**src/rtl/rv_pkg.sv**
```systemverilog
// Shared definitions for the fetch-side instruction realigner.
package rv_pkg;

    localparam int HW_W   = 16;
    localparam int INST_W = 32;

    // Low two bits of a halfword that mark the start of a 32-bit instruction.
    localparam logic [1:0] RVC_LOW_32BIT = 2'b11;

    typedef enum logic [1:0] {
        REQ  = 2'd0,
        WAIT = 2'd1,
        DROP = 2'd2
    } fetch_state_e;

    function automatic logic hw_is_c(input logic [HW_W-1:0] hw);
        return hw[1:0] != RVC_LOW_32BIT;
    endfunction

endpackage

```
**src/rtl/instr_hw_buf.sv**
```systemverilog
// Three-slot halfword shift buffer: pop 1 or 2 from the head, append 1 or 2
// after whatever remains, flush empties it. Slot 0 is always the oldest.
module instr_hw_buf
    import rv_pkg::*;
(
    input  logic              clk,
    input  logic              rst,
    input  logic              flush_i,
    input  logic              pop_i,
    input  logic              pop_two_i,
    input  logic              push_i,
    input  logic              push_one_i,
    input  logic [INST_W-1:0] push_data_i,
    output logic [HW_W-1:0]   hw0_o,
    output logic [HW_W-1:0]   hw1_o,
    output logic [1:0]        count_o
);

    logic [HW_W-1:0] slot_q [3];
    logic [HW_W-1:0] slot_d [3];
    logic [1:0]      count_q;
    logic [1:0]      count_d;
    logic [1:0]      pop_n;
    logic [1:0]      push_n;
    logic [2:0]      rem_ext;

    assign pop_n   = pop_i  ? (pop_two_i  ? 2'd2 : 2'd1) : 2'd0;
    assign push_n  = push_i ? (push_one_i ? 2'd1 : 2'd2) : 2'd0;
    // Halfwords left after the pop; new data lands starting at this slot.
    assign rem_ext = {1'b0, count_q - pop_n};

    for (genvar gi = 0; gi < 3; gi++) begin : g_slot
        logic [HW_W-1:0] shifted;
        logic            sel_low;
        logic            sel_high;

        if (gi + 2 < 3) begin : g_sh2
            assign shifted = (pop_n == 2'd2) ? slot_q[gi+2] :
                             (pop_n == 2'd1) ? slot_q[gi+1] : slot_q[gi];
        end else if (gi + 1 < 3) begin : g_sh1
            assign shifted = (pop_n == 2'd1) ? slot_q[gi+1] : slot_q[gi];
        end else begin : g_sh0
            assign shifted = slot_q[gi];
        end

        // A one-halfword push carries only the upper half of the word.
        assign sel_low  = push_i && !push_one_i && (rem_ext == 3'(gi));
        assign sel_high = push_i && (push_one_i ? (rem_ext == 3'(gi))
                                                : (rem_ext + 3'd1 == 3'(gi)));
        assign slot_d[gi] = sel_low  ? push_data_i[HW_W-1:0] :
                            sel_high ? push_data_i[INST_W-1:HW_W] : shifted;
    end

    // Occupancy after pop and push; flush wins over both.
    always_comb begin
        count_d = count_q - pop_n + push_n;
        if (flush_i) begin
            count_d = 2'd0;
        end
    end

    // Slot and occupancy registers.
    always_ff @(posedge clk or posedge rst) begin
        if (rst) begin
            slot_q  <= '{default: '0};
            count_q <= 2'd0;
        end else begin
            slot_q  <= slot_d;
            count_q <= count_d;
        end
    end

    assign hw0_o   = slot_q[0];
    assign hw1_o   = slot_q[1];
    assign count_o = count_q;

endmodule

```
**src/rtl/instr_aligner.sv**
```systemverilog
// Fetch-side realigner: word-aligned fetches in, one whole 16/32-bit
// instruction out per handshake, with PC tracking and halfword redirects.
module instr_aligner
    import rv_pkg::*;
#(
    parameter logic [31:0] RESET_PC = 32'h0000_0000
)(
    input  logic              clk,
    input  logic              rst,
    input  logic              redirect_valid,
    input  logic [31:0]       redirect_pc,
    output logic              fetch_req_valid,
    output logic [31:0]       fetch_req_addr,
    input  logic              fetch_req_ready,
    input  logic              fetch_rsp_valid,
    input  logic [INST_W-1:0] fetch_rsp_data,
    output logic              inst_valid,
    input  logic              inst_ready,
    output logic [INST_W-1:0] inst_data,
    output logic              inst_is_c,
    output logic [31:0]       inst_pc
);

    localparam logic [31:0] RESET_FETCH_PC = RESET_PC & ~32'h3;
    localparam logic [31:0] RESET_INST_PC  = RESET_PC & ~32'h1;

    fetch_state_e    state_q, state_d;
    logic [31:0]     fetch_pc_q, fetch_pc_d;
    logic [31:0]     inst_pc_q, inst_pc_d;
    logic            skip_low_q, skip_low_d;

    logic [HW_W-1:0] hw0, hw1;
    logic [1:0]      count;
    logic            head_is_c;
    logic            complete;
    logic            pop;
    logic            push;
    logic            req_fire;

    assign head_is_c = hw_is_c(hw0);
    assign complete  = ((count >= 2'd1) && head_is_c) || (count >= 2'd2);
    assign inst_valid = complete && !redirect_valid;
    assign inst_is_c  = complete && head_is_c;
    assign inst_data  = head_is_c ? {{HW_W{1'b0}}, hw0} : {hw1, hw0};
    assign inst_pc    = inst_pc_q;

    // Only request when a full word is guaranteed to fit behind what is left.
    assign fetch_req_valid = (state_q == REQ) && (count <= 2'd1) && !redirect_valid;
    assign fetch_req_addr  = fetch_pc_q;
    assign req_fire        = fetch_req_valid && fetch_req_ready;

    assign pop  = inst_valid && inst_ready;
    assign push = (state_q == WAIT) && fetch_rsp_valid && !redirect_valid;

    instr_hw_buf u_buf (
        .clk         (clk),
        .rst         (rst),
        .flush_i     (redirect_valid),
        .pop_i       (pop),
        .pop_two_i   (!head_is_c),
        .push_i      (push),
        .push_one_i  (skip_low_q),
        .push_data_i (fetch_rsp_data),
        .hw0_o       (hw0),
        .hw1_o       (hw1),
        .count_o     (count)
    );

    // Next state for the fetch FSM and the PC / skip registers.
    always_comb begin
        state_d    = state_q;
        fetch_pc_d = fetch_pc_q;
        inst_pc_d  = inst_pc_q;
        skip_low_d = skip_low_q;
        if (redirect_valid) begin
            fetch_pc_d = redirect_pc & ~32'h3;
            inst_pc_d  = redirect_pc & ~32'h1;
            skip_low_d = redirect_pc[1];
            // An outstanding response must be thrown away; if it is arriving
            // right now it is already consumed, so waiting for it would hang.
            if (state_q != REQ) begin
                state_d = fetch_rsp_valid ? REQ : DROP;
            end
        end else begin
            case (state_q)
                REQ: begin
                    if (req_fire) begin
                        fetch_pc_d = fetch_pc_q + 32'd4;
                        state_d    = WAIT;
                    end
                end
                WAIT: begin
                    if (fetch_rsp_valid) begin
                        skip_low_d = 1'b0;
                        state_d    = REQ;
                    end
                end
                DROP: begin
                    if (fetch_rsp_valid) begin
                        state_d = REQ;
                    end
                end
                default: state_d = REQ;
            endcase
            if (pop) begin
                inst_pc_d = inst_pc_q + (head_is_c ? 32'd2 : 32'd4);
            end
        end
    end

    // FSM state and PC registers.
    always_ff @(posedge clk or posedge rst) begin
        if (rst) begin
            state_q    <= REQ;
            fetch_pc_q <= RESET_FETCH_PC;
            inst_pc_q  <= RESET_INST_PC;
            skip_low_q <= RESET_PC[1];
        end else begin
            state_q    <= state_d;
            fetch_pc_q <= fetch_pc_d;
            inst_pc_q  <= inst_pc_d;
            skip_low_q <= skip_low_d;
        end
    end

endmodule
```
**config.mk**
```make
export PLATFORM = sky130hd
export DESIGN_NAME = instr_aligner
export DESIGN_NICKNAME = d
export VERILOG_FILES = /design/src/rtl/rv_pkg.sv /design/src/rtl/instr_hw_buf.sv /design/src/rtl/instr_aligner.sv
export SDC_FILE = /design/constraint.sdc
export NUM_CORES = 1
export LEC_CHECK = 0
export BUFFER_PORTS_ARGS = -buffer_cell sky130_fd_sc_hd__buf_2
export CORE_MARGIN = 4
export CORE_UTILIZATION = 45
export CTS_BUF_LIST = sky130_fd_sc_hd__clkbuf_4 sky130_fd_sc_hd__clkbuf_8
export CTS_CLUSTER_DIAMETER = 100
export DETAILED_ROUTE_END_ITERATION = 7
export PLACE_DENSITY_LB_ADDON = 0.08
export SETUP_SLACK_MARGIN = 0.2
export SYNTH_ARGS = -nofsm -noshare
export SYNTH_HDL_FRONTEND = slang
export SYNTH_SLANG_ARGS = --single-unit
```
**constraint.sdc**
```tcl
create_clock -name clk -period 3.7 [get_ports clk]
set_clock_uncertainty 0.1 [all_clocks]
set_input_delay 0.37 -clock clk [delete_from_list [all_inputs] [get_ports clk]]
set_output_delay 0.37 -clock clk [all_outputs]
set_load 0.05 [all_outputs]
```
Yosys cells after proc, flatten, opt, wreduce, memory -nomap -nowiden --
Cells that the tools add are included.
Operators by class: multiplexer cells 33, order comparisons 3, reductions and logical operators 35, equal/unequal tests 12, add/subtract/negate cells 5
Operators with widths (number):
- two-way mux 32 bit | 6
- two-way mux 16 bit | 9
- adder 32 x 3 -> 32 bit | 1
- adder 32 x 3 -> 32 bit (second input constant) | 1
- two-way mux 2 bit | 10
- logical AND 1 bit | 16
- nonzero test 2 bit | 7
- equality test 2 x 1 -> 1 bit (second input constant) | 3
- equality test 2 bit (second input constant) | 3
- logical NOT 3 bit | 2
- two-way mux 1 bit | 6
- one-hot mux 2 bit (2 select lines) | 1
- AND reduction 2 bit | 2
- nonzero test 4 bit | 1
- adder 2 x 1 -> 3 bit (second input constant) | 1
- equality test 3 x 1 -> 1 bit (second input constant) | 1
- equality test 3 x 2 -> 1 bit (second input constant) | 1
- two-way mux 3 bit | 1
- inequality test 3 x 1 -> 1 bit (second input constant) | 1
- inequality test 3 bit (second input constant) | 1
- AND reduction 3 bit | 1
- nonzero test 3 bit | 1
- adder 2 bit | 1
- greater-or-equal comparator 2 x 1 -> 1 bit (second input constant) | 1
- other kinds (9) | 10
Word-level totals: input bits 70, logic and storage cells 96, output and inout port bits 99, register bits after elaboration 117

Logic depth before layout (Yosys ltp) --
depth in word-level cells 13, mapped depth 13, depth with buffers taken out 10

By module --
A second synthesis with hierarchy kept.
Second synthesis, totals: cell total of the unflattened synthesis 740, area, all modules 7058.0 um^2
Modules (own cells, without submodules):
- instr_aligner | cells an instance 420, area each 3955.0 um^2, seq. area each 1601.5 um^2, instances 1
- instr_hw_buf | cells an instance 320, area each 3103.0 um^2, seq. area each 1251.2 um^2, instances 1

Worst setup path before layout --
No wires, ideal clock.
path type flip-flop to flip-flop, start point reg u_buf.slot_q (netlist bit u_buf.hw0_o[1]), end point reg u_buf.slot_q (netlist bit u_buf.hw1_o[0]), arrival 3282 ps, buffers on the path 5, cell stages (with the launch flop) 13, period minus slack after synthesis 3507 ps, setup time 125 ps, data required time 3475 ps, path slack 193 ps, cell sequence dfrtp_1 > clkbuf_1 > and2_0 > buf_2 > a211oi_2 > buf_4 > ha_1 > clkbuf_1 > xor2_1 > nand4_2 > buf_2 > mux2_2 > mux2_2
On the way: word-level cells in the longest chain between the ends 13, elaborated cells between the ends (all ways) 18, classes of those cells 2 x add/sub; 4 x eq/ne; 5 x mux; 7 x reduce/logical
Ends and longest elaborated chain:
- start: declaration | line instr_hw_buf.sv:19 | logic [HW_W-1:0] slot_q [3];
- start signal: assignment | line instr_hw_buf.sv:68 | slot_q <= slot_d;
- inequality test 2 bit * | line rv_pkg.sv:17 | return hw[1:0] != RVC_LOW_32BIT;
- logical AND 1 bit | line instr_aligner.sv:41 | assign complete = ((count >= 2'd1) && head_is_c) || (count >= 2'd2);
- logical OR 1 bit | line instr_aligner.sv:41
- logical AND 1 bit | line instr_aligner.sv:42 | assign inst_valid = complete && !redirect_valid;
- logical AND 1 bit | line instr_aligner.sv:52 | assign pop = inst_valid && inst_ready;
- two-way mux 2 bit * | line instr_hw_buf.sv:27 | assign pop_n = pop_i ? (pop_two_i ? 2'd2 : 2'd1) : 2'd0;
- subtractor 2 bit | line instr_hw_buf.sv:30 | assign rem_ext = {1'b0, count_q - pop_n};
- adder 2 x 1 -> 3 bit | line instr_hw_buf.sv:49 | : (rem_ext + 3'd1 == 3'(gi)));
- equality test 3 x 1 -> 1 bit | line instr_hw_buf.sv:49
- two-way mux 1 bit | line instr_hw_buf.sv:48 | assign sel_high = push_i && (push_one_i ? (rem_ext == 3'(gi))
- logical AND 1 bit | line instr_hw_buf.sv:48
- two-way mux 16 bit | line instr_hw_buf.sv:51 | sel_high ? push_data_i[INST_W-1:HW_W] : shifted;
- two-way mux 16 bit | line instr_hw_buf.sv:50 | assign slot_d[gi] = sel_low ? push_data_i[HW_W-1:0] :
Every way passes the cells marked *; elsewhere a longest branch is shown, timed or not. A chain may end at the register's enable or synchronous reset.

Worst setup path in the final report --
start point reg u_buf.slot_q (netlist bit u_buf.hw0_o[1]), end point reg inst_pc_q[21], in the netlist inst_pc[21]
On the way: word-level cells in the longest chain between the ends 6, elaborated cells between the ends (all ways) 10, classes of those cells 1 x add/sub; 1 x eq/ne; 3 x mux; 5 x reduce/logical
Ends and longest elaborated chain:
- inequality test 2 bit * | line rv_pkg.sv:17
- branches (longest 5 deep; another with adder 32 x 3 -> 32 bit)
- end signal: assignment | line instr_aligner.sv:121 | inst_pc_q <= inst_pc_d;
- end: declaration | line instr_aligner.sv:29 | logic [31:0] inst_pc_q, inst_pc_d;
Mark *: on every way between the ends. The select of a mux whose other input is x is not followed.

==> flow_summary.ini <==
[status]
status = completed

[sta]
slew_viol_final = 0
maxSlewHeadroom = 0.279
fin_crit_sh = 0.866
hold_violations = 0
rsz0062_at_grt = no
worst_pin_slew_ns = 1.08
setup_tns_ns = 0
period_needed_ns = 3.20
finalSetupViolCount = 0
setup_ws_ns = 0.496
max_clock_freq_ghz = 0.312

[flow_run]
max_cap_violations = 0

[cells_and_area]
diodes = 0
regArea_mm2 = 0.00285
synthToLayoutAreaGrowth_pct = 20.8
nFillCells = 1365
multi_input_area_mm2 = 0.00376
drive_gt1_frac = 0.377
nets = 926
layout_common_cells = 164 x buf_2, 114 x dfrtp_1, 86 x mux2_2, 80 x nand2_1, 40 x o21ai_0
fin_area_mm2 = 0.00829
final_common_cell = buf_2

[routing]
totalWireLength_um = 20000
via_per_inst = 5.77
drc_errors = 0
drtIter0Drc = 256
dr.pass1.iters = 6
vias = 6031
ant_nets = 0
wl_per_cell_um = 19.1

[cts]
root_buffer = clkbuf_8
post-cts-setup-buffer-count = 0
cts_made_buffers = 17
clk_pin_slew_ns = 0.07
cts_tree = done
clk_path_buf_depth = 2
cts_max_level = 4
clock-sinks = 114
clk_latency_ns = 0.43

[power_and_ir_drop]
p_switching_w = 0.00223
p_seq_frac = 0.344
power_density_mw_per_mm2 = 633
intPower_w = 0.00302
ir_drop_mv = 0.397
power_frac_comb = 0.439
p_leak_nw = 3.96
pwr-share-clk = 0.218
switching_share = 0.424

[setup_path]
worstPathMaxFanout = 5
critPathCaptureType = flip-flop
cp_slowest_cell = or4_1
worst_ep_required_time_ns = 3.96
critPathKind = reg -> reg
cp-start-kind = flip-flop
r2r_cells = 10
cp_slowest_stage_delay_ns = 0.63
crit_arrival_ns = 3.47
cpMostUsedCell = inv_1
cp_cell_sequence = and2_0, inv_1, ha_1, inv_1, fa_1, nand3b_1, or4_1, or3_1, o31ai_1, nand2b_1

[global_routing]
grt_util_all_layers = 0.232
grt_pass1_vias = 6259
grt_max_degree = 64
grt_overflow = 0
antenna_found_initial = 0
grt_first_pass_wirelength_um = 32600

[die]
die_w_um = 132
die_h_um = 132
die_area_mm2 = 0.0173
start_util = 0.465
num_rows = 44
io_pins = 169
coreArea_mm2 = 0.0148

[place]
dp_hpwl_um = 13900
io_buffers = 164
post-place-ws_ns = 0.497
gp_congestion = 0.850
dpl-instance-area_mm2 = 0.00790

[synth]
synth_area_per_cell_um2 = 10.1
synth_ff_type = dfrtp_1
ys_seq_elements = 114
synthCells = 682
synth_cell_types = 62
synth.cell_area_mm2 = 0.00687
synth_warnings = 0
synthArstFlopShare = 1.00
synth.yosys.seq_area_share = 0.415
synth_edf_count = 0

[min_path]
hp-class = in -> reg
hold_depth = 3
kinds of logic (layout without fill, tap and decap cells):
group	count (synthesis)	in the layout	share of synthesized area
and+or+nand+nor	213	213	0.159
AOI/OAI and AO/OA	138	138	0.137
xor gates and xnor gates	34	34	0.0434
DFF	114	114	0.415
other	1	3	0.000546
adders and majority gates	8	8	0.0157
buffers and inverters	60	237	0.0395
muxes	114	114	0.189
layer usage:
metal	GRT usage	routed length [um]	up-vias	share of wire
li1	-	-	2839	-
met1	0.285	8470	2952	0.42
met2	0.399	9940	205	0.50
met3	0.0585	1220	35	0.061
met4	0.0770	366	0	0.018
met5	0	0	-	0
cell usage after synthesis (all sizes together), types with 5 or more instances:
master   count  area [um^2]
nor4         7         50.1
o311ai      16          140
clkbuf      20         76.3
ha           7         87.6
xnor2        9         78.8
nor2        20         75.1
nor3         5         25.0
and3        22          138
inv         21         78.8
nand4       21          150
nand3       32          160
o21ai       41          209
mux2        96         1120
and2         5         33.8
mux2i       18          180
a2bb2oi     16          140
buf         19          116
nand2       80          300
xor2        25          219
dfrtp      114         2850
a21oi       29          153
o211ai      15          113
registers in the layout (all words and copies together), names as in the netlist:
name and count:
fetch_req_addr 30, inst_pc 31, skip_low_q 1, state_q 2, u_buf.count_o 2, u_buf.g_slot.shifted 16
u_buf.hw0_o 16, u_buf.hw1_o 16
power by group through the flow:
stage	clock, W	sequential, W	combinational (W)
CTS	0.00117	0.00180	0.00231
floorplan	0	0.00232	0.00122
global placement	0	0.00180	0.00226
finish	0.00114	0.00180	0.00230
detailed placement	0	0.00182	0.00231
global route	0.00123	0.00185	0.00246
final timing paths:
path	start	end	slack, ns
hold / removal	redirect_pc[2]	inst_pc[2]$_DFFE_PP0N_	0.07
hold reg to reg	u_buf.g_slot[2].shifted[13]$_DFFE_PP0P_	u_buf.g_slot[2].shifted[13]$_DFFE_PP0P_	0.43
setup reg to reg	u_buf.hw0_o[1]$_DFFE_PP0P_	inst_pc[21]$_DFFE_PP0N_	0.50
max in group asynchronous	rst	u_buf.hw1_o[14]$_DFFE_PP0P_	2.19
min in group asynchronous	rst	fetch_req_addr[4]$_DFFE_PP0P_	0.54
setup / recovery	u_buf.hw0_o[1]$_DFFE_PP0P_	inst_pc[21]$_DFFE_PP0N_	0.50
what timing repair did:
item                      4_1_cts  5_1_grt
gates resized for setup         0        0
hold endpoints to repair        1        0
hold buffers                    1        0
worst max-delay path: cells and delay by family (launching register included):
kind                     cells  cell delay [ns]
adder cells (fa/ha/maj)      2             0.58
flip-flops                   1             0.37
buffers and inverters        2             0.20
AO/OA/AOI/OAI                1             0.21
AND/OR/NAND/NOR              5             1.68
per-stage QoR:
| stage | instances | power (W) | hold slack [ns] | utilization |
|---|---|---|---|---|
| detailed placement | 1012 | 0.00412 | 0.412 | 0.535 |
| global placement | 1012 | 0.00405 | 0.407 | 0.535 |
| floorplan | 684 | 0.00355 | 0.380 | - |
| finish | 1045 | 0.00525 | 0.0655 | 0.562 |
| global route | 1045 | 0.00554 | 0.0475 | 0.562 |
| CTS | 1045 | 0.00529 | 0.0435 | 0.562 |
cell type report:
cell class,count,share of cell area
Timing Repair Buffer,184,0.119
Inverter,21,0.00981
Multi-Input combinational cell,510,0.453
Sequential cell,114,0.344
Tap cell,184,0.0278
Clock inverter,5,0.00604
Clock buffer,27,0.0403
Power figures use the tool's default switching activity.
